**src/rtl/pipe_stage_skid_if.sv**
```systemverilog
// rtl/pipe_stage_skid_if.sv - valid/ready payload handshake bundle for pipe_stage_skid
//
// Purpose: one direction of a valid/ready stream between pipeline stages.
// Signals:
//   data   WIDTH  payload, bit 0 is the MSB (ascending range)
//   valid  1      producer holds a valid payload
//   ready  1      consumer accepts this cycle
// Modports:
//   master  producer side (drives data/valid, samples ready)
//   slave   consumer side (samples data/valid, drives ready)
interface pipe_stage_skid_if #(
  parameter int WIDTH = 172
);
  logic [0:WIDTH-1] data;
  logic             valid;
  logic             ready;

  modport master (output data, output valid, input ready);
  modport slave  (input data, input valid, output ready);
endinterface

```
**src/rtl/pipe_stage_skid.sv**
```systemverilog
// rtl/pipe_stage_skid.sv - generic-width pipeline stage register with 2-entry skid buffer
//
// Purpose: inter-stage register with a registered upstream ready, a
// 2-entry FIFO (main + skid), synchronous flush and saturating
// bubble/stall performance counters.
// Ports:
//   clk         clock, rising edge
//   reset       asynchronous, active-low reset
//   in_if       slave stream from the upstream stage (ready = !skid_valid, registered)
//   out_if      master stream to the downstream stage (data = BUBBLE_VAL when not valid)
//   flush       synchronous kill of all held entries
//   clr_cnt     synchronous clear of both counters
//   occupancy   number of held entries (0..2)
//   bubble_cnt  cycles with downstream ready and no valid output
//   stall_cnt   cycles with valid output and downstream not ready
module pipe_stage_skid #(
  parameter int               WIDTH      = 172,
  parameter logic [0:WIDTH-1] BUBBLE_VAL = {WIDTH{1'b0}},
  parameter int               CNT_W      = 16
) (
  input  logic                     clk,
  input  logic                     reset,
  pipe_stage_skid_if.slave         in_if,
  pipe_stage_skid_if.master        out_if,
  input  logic                     flush,
  input  logic                     clr_cnt,
  output logic [1:0]               occupancy,
  output logic [CNT_W-1:0]         bubble_cnt,
  output logic [CNT_W-1:0]         stall_cnt
);

  typedef enum logic [1:0] {
    EMPTY = 2'd0,
    ONE   = 2'd1,
    TWO   = 2'd2
  } state_e;

  localparam logic [CNT_W-1:0] CNT_MAX = {CNT_W{1'b1}};
  localparam logic [CNT_W-1:0] CNT_ONE = {{(CNT_W-1){1'b0}}, 1'b1};

  state_e           state_q, state_d;
  logic [0:WIDTH-1] main_q, main_d;
  logic [0:WIDTH-1] skid_q, skid_d;
  logic             in_ready_q, in_ready_d;
  logic [CNT_W-1:0] bubble_q, bubble_d;
  logic [CNT_W-1:0] stall_q, stall_d;

  logic main_valid;
  logic skid_valid;
  logic push;
  logic pop;

  // Valids are encoded in the state: skid is only ever occupied behind main.
  assign main_valid = (state_q != EMPTY);
  assign skid_valid = (state_q == TWO);
  assign push       = in_if.valid & in_ready_q;
  assign pop        = main_valid & out_if.ready;

  assign in_if.ready  = in_ready_q;
  assign out_if.valid = main_valid;
  assign out_if.data  = main_valid ? main_q : BUBBLE_VAL;
  assign occupancy    = state_q;
  assign bubble_cnt   = bubble_q;
  assign stall_cnt    = stall_q;

  always_comb begin
    state_d = state_q;
    main_d  = main_q;
    skid_d  = skid_q;

    // Flush empties the stage; a concurrent pop has already been taken by
    // downstream and a concurrent push is simply dropped.
    if (!flush) begin
      case (state_q)
        EMPTY: begin
          if (push) begin
            state_d = ONE;
            main_d  = in_if.data;
          end
        end
        ONE: begin
          if (push && pop) begin
            main_d = in_if.data;
          end else if (push) begin
            state_d = TWO;
            skid_d  = in_if.data;
          end else if (pop) begin
            state_d = EMPTY;
          end
        end
        TWO: begin
          // in_ready is low here, so only the drain path exists.
          if (pop) begin
            state_d = ONE;
            main_d  = skid_q;
          end
        end
        default: state_d = EMPTY;
      endcase
    end else begin
      state_d = EMPTY;
    end

    // Registered ready: look ahead at next occupancy so back-pressure
    // never depends combinationally on out_ready.
    in_ready_d = (state_d != TWO);
  end

  always_comb begin
    bubble_d = bubble_q;
    stall_d  = stall_q;
    if (clr_cnt) begin
      bubble_d = '0;
      stall_d  = '0;
    end else begin
      if (out_if.ready && !main_valid && (bubble_q != CNT_MAX)) begin
        bubble_d = bubble_q + CNT_ONE;
      end
      if (main_valid && !out_if.ready && (stall_q != CNT_MAX)) begin
        stall_d = stall_q + CNT_ONE;
      end
    end
  end

  always_ff @(posedge clk or negedge reset) begin
    if (!reset) begin
      state_q    <= EMPTY;
      main_q     <= BUBBLE_VAL;
      skid_q     <= BUBBLE_VAL;
      in_ready_q <= 1'b0;
      bubble_q   <= '0;
      stall_q    <= '0;
    end else begin
      state_q    <= state_d;
      main_q     <= main_d;
      skid_q     <= skid_d;
      in_ready_q <= in_ready_d;
      bubble_q   <= bubble_d;
      stall_q    <= stall_d;
    end
  end

  // skid_valid documents the storage model; occupancy already reflects it.
  logic unused_skid_valid;
  assign unused_skid_valid = skid_valid;

endmodule

```
**src/flat_wrapper.sv**
```systemverilog
// flat-port wrapper written by rule: the top's interface ports become plain ports
module pipe_stage_skid_flat 
#(
  parameter int               WIDTH      = 172,
  parameter logic [0:WIDTH-1] BUBBLE_VAL = {WIDTH{1'b0}},
  parameter int               CNT_W      = 16
)
  (clk, reset, flush, clr_cnt, occupancy, bubble_cnt, stall_cnt, in_if_data, in_if_valid, in_if_ready, out_if_data, out_if_valid, out_if_ready);
  pipe_stage_skid_if #(.WIDTH(WIDTH)) in_if_i ();
  pipe_stage_skid_if #(.WIDTH(WIDTH)) out_if_i ();
  input  logic clk;
  input  logic reset;
  input  logic flush;
  input  logic clr_cnt;
  output logic [1:0] occupancy;
  output logic [CNT_W-1:0] bubble_cnt;
  output logic [CNT_W-1:0] stall_cnt;
  input wire logic [$bits(in_if_i.data)-1:0] in_if_data;
  input wire logic [$bits(in_if_i.valid)-1:0] in_if_valid;
  output wire logic [$bits(in_if_i.ready)-1:0] in_if_ready;
  output wire logic [$bits(out_if_i.data)-1:0] out_if_data;
  output wire logic [$bits(out_if_i.valid)-1:0] out_if_valid;
  input wire logic [$bits(out_if_i.ready)-1:0] out_if_ready;
  assign in_if_i.data = in_if_data;
  assign in_if_i.valid = in_if_valid;
  assign in_if_ready = in_if_i.ready;
  assign out_if_data = out_if_i.data;
  assign out_if_valid = out_if_i.valid;
  assign out_if_i.ready = out_if_ready;
  pipe_stage_skid #(.WIDTH(WIDTH), .BUBBLE_VAL(BUBBLE_VAL), .CNT_W(CNT_W)) u_core (.clk(clk), .reset(reset), .in_if(in_if_i), .out_if(out_if_i), .flush(flush), .clr_cnt(clr_cnt), .occupancy(occupancy), .bubble_cnt(bubble_cnt), .stall_cnt(stall_cnt));
endmodule
```
**config.mk**
```make
export PLATFORM = sky130hd
export DESIGN_NAME = pipe_stage_skid_flat
export DESIGN_NICKNAME = d
export VERILOG_FILES = /design/src/rtl/pipe_stage_skid_if.sv /design/src/rtl/pipe_stage_skid.sv /design/src/flat_wrapper.sv
export SDC_FILE = /design/constraint.sdc
export NUM_CORES = 1
export LEC_CHECK = 0
export ABC_AREA = 1
export BUFFER_PORTS_ARGS = -buffer_cell sky130_fd_sc_hd__buf_2
export CAP_MARGIN = 40
export CORE_ASPECT_RATIO = 0.6
export CORE_MARGIN = 2
export CORE_UTILIZATION = 45
export DETAILED_ROUTE_END_ITERATION = 10
export PLACE_DENSITY = 0.68
export SETUP_SLACK_MARGIN = 0.3
export SYNTH_ARGS = -nofsm -noshare
export SYNTH_HDL_FRONTEND = slang
export SYNTH_SLANG_ARGS = --single-unit
```
**constraint.sdc**
```tcl
create_clock -name clk -period 3.1 [get_ports clk]
set_input_delay 0.62 -clock clk [delete_from_list [all_inputs] [get_ports clk]]
set_output_delay 0.62 -clock clk [all_outputs]
set_load 0.02 [all_outputs]
```
==> metrics.yaml <==
status: "finished, final reports clean"
setup-violations-final: 0
overflow: 0
grt_pass1_wl_um: 73300
synth_edf_count: 0
placed_cells: 3089
clkTransAtPathRegs_ns: 0.06
maxCapViolations: 0
syn_inst: 2288
fin_ws_ns: 0.564
critPathCapture: "out_if_data[64]"
die_y_um: 158
ys_seq_area_share_pct: 53.3
tightest_slew_ns: 0.680
power.internal_mw: 9.73
async_reset_ff_share_pct: 100
ys_ff_latch: 379
synthesis.nets: 2468
powerDensity_nw_per_um2: 636
gp_congestion: 0.868
hold_viol: 0
ys_warn_count: 0
fin_crit_sh_pct: 81.8
yosysTopAreaCell: "dfrtp_1"
rsz0062_at_grt: "false"
crit_path_end_kind: "primary output"
worstReg2RegEnd: "u_core.main_q[21]$_DFFE_PN0P_"
hp-class: "primary input to async pin"
slew_headroom_pct: 54.6
vias: 15600
critPathKind: "register to primary output"
place_ws_ns: 0.756
whs_ns: 0.0231
fmax_mhz: 394
dp_hpwl_um: 31300
critPathLaunch: "u_core.occupancy[1]$_DFF_PN0_"
cts_hold_buf: 0
grt_pass1_vias: 14200
r2r_cells: 8
viasPerCell: 4.94
grt_use_total_pct: 21.8
drive_gt1_share_pct: 19.0
pwr-share-comb_pct: 18.6
slew_violations: 0
cts_tree: "yes"
switchingPower_mw: 3.97
wire_per_inst_um: 14.5
start_util_pct: 45.6
drc: 0
power_mw: 13.7
root_buffer: "clkbuf_16"
cts_inserted_buffers: 38
drt_pass1_iterations: 5
synthDistinctLibCells: 27
ios: 386
crit_fanout: 32
timing.rr.start: "u_core.occupancy[1]$_DFF_PN0_"
netlist.area_leader.share_pct: 53.3
power.leakage_nw: 12.0
wl_um: 45900
finClkSkew_ns: 0.0198
io_buffers: 385
clock_sinks: 379
insertion_delay_ns: 0.53
rows: 56
ys.flop_type: "dfrtp_1"
h-tree-depth: 2
netlist_top_cells_area: "dfrtp_1 (53%), nand2_1 (9.9%), inv_1 (7.9%)"
peakVddDrop_mv: 0.394
fill_cells: 3528
core_sq_um: 39000
drt.antenna.violating_nets: 0
period_needed_ns: 2.54
grt_max_degree: 148
synth_area_sq_um: 17800
cts_resized: 0
p_clk_share_pct: 35.2
clock_path_buffers: 3
antenna_found_initial: 5
regToRegSetupSlack_ns: 0.84
die_w_um: 261
cp-start-kind: "register"
syn_to_final_growth_pct: 21.1
final_common_cell: "nand2_1"
nNetsFinal: 2789
die-area_sq_um: 41200
layout_common_cells: "nand2_1 (466), buf_2 (384), dfrtp_1 (379), inv_1 (376), nor2_1 (327)"
avgSynthCellArea_sq_um: 7.78
swShare_pct: 29.0
setup_tns_ns: 0
layout.cells.non_filler: 3165
pwr-share-seq_pct: 46.2
critPathRequiredTime_ns: 2.48
cp.arrival_ns: 1.92
first_iter_violations: 1306
-- what timing repair did --
| action | CTS | global route |
|---|---|---|
| buffers inserted | 2 | 0 |
| hold endpoints to repair | 0 | 0 |
| setup endpoints to repair | 88 | 0 |
-- power groups by stage --
| stage | Clock (mW) | Sequential (mW) | Combinational (mW) |
|---|---|---|---|
| 6_report | 4.83 | 6.33 | 2.55 |
| 4_1_cts | 4.94 | 6.33 | 2.58 |
| 3_5_place_dp | 0 | 6.41 | 2.55 |
| 3_3_place_gp | 0 | 6.37 | 2.46 |
| 5_1_grt | 5.17 | 6.44 | 2.92 |
| 2_1_floorplan | 0 | 6.32 | 1.70 |
-- routing by layer --
metal  track usage, %  up-vias  share of wire, %
met5                0        -             0.028
met4             6.31        2               2.2
met3             3.70       72               5.7
met2             33.8      441                45
met1             31.6     7382                47
li1                 -     7741                 -
-- worst min-delay path by stage --
| stage | startpoint | endpoint | slack (ns) | cells past startpoint |
|---|---|---|---|---|
| floorplan | reset | u_core.bubble_cnt[0]$_DFFE_PN0P_ | 0.32 | 0 |
| detailed placement | u_core.skid_q[58]$_DFFE_PN0P_ | u_core.skid_q[58]$_DFFE_PN0P_ | 0.47 | 2 |
| CTS | reset | u_core.stall_cnt[6]$_DFFE_PN0P_ | 0.03 | 1 |
| global placement | u_core.skid_q[58]$_DFFE_PN0P_ | u_core.skid_q[58]$_DFFE_PN0P_ | 0.47 | 2 |
| finish | reset | u_core.stall_cnt[0]$_DFFE_PN0P_ | 0.02 | 1 |
| global route | reset | u_core.stall_cnt[0]$_DFFE_PN0P_ | 0.03 | 1 |
-- critical path: stages, from the launching register on --
cell and delay [ns]:
dfrtp_1 0.48, nor2_4 0.24, buf_12 0.22, buf_12 0.20, nor2_1 0.07, buf_2 0.16
-- registers in the layout, indices dropped and copies added (netlist names) --
name	flops
u_core.in_if.ready	1
u_core.skid_q	172
u_core.main_q	172
u_core.occupancy	2
u_core.bubble_cnt	16
u_core.stall_cnt	16
-- kinds of logic after synthesis --
logic type	share of synthesized area (%)
buf+inv	11.7
flops	53.3
fa+ha+maj	0.141
xor+xnor	0.295
compound gates	15.7
simple gates	18.9
-- metrics by stage --
stage | util [%] | area [sq um]
3_5_place_dp | 51.8 | 20200
3_3_place_gp | 51.8 | 20200
4_1_cts | 55.2 | 21500
5_1_grt | 55.2 | 21600
6_report | 55.2 | 21600
2_1_floorplan | - | 17800
-- cells in the mapped netlist, types with 3 or more instances --
cell type / number
a21oi_1: 111
buf_2: 32
inv_1: 376
nand3_1: 22
xor2_1: 6
o21bai_1: 3
nand2_1: 468
buf_4: 15
o211ai_1: 62
or2_2: 6
o21ai_0: 246
dfrtp_1: 379
nor2_1: 328
nand4_1: 27
clkbuf_1: 85
o21ai_1: 101
buf_6: 6
-- final cells by class --
cell class | instances | area [sq um] | area share, %
Timing Repair Buffer | 421 | 2410 | 11.2
Clock inverter | 11 | 136 | 0.633
Antenna cell | 6 | 15.0 | 0.0697
Multi-Input combinational cell | 1391 | 6260 | 29.0
Clock buffer | 57 | 1170 | 5.44
Sequential cell | 379 | 9480 | 44.0
Tap cell | 522 | 653 | 3.03
Inverter | 378 | 1420 | 6.58
Power figures use the tool's default switching activity.
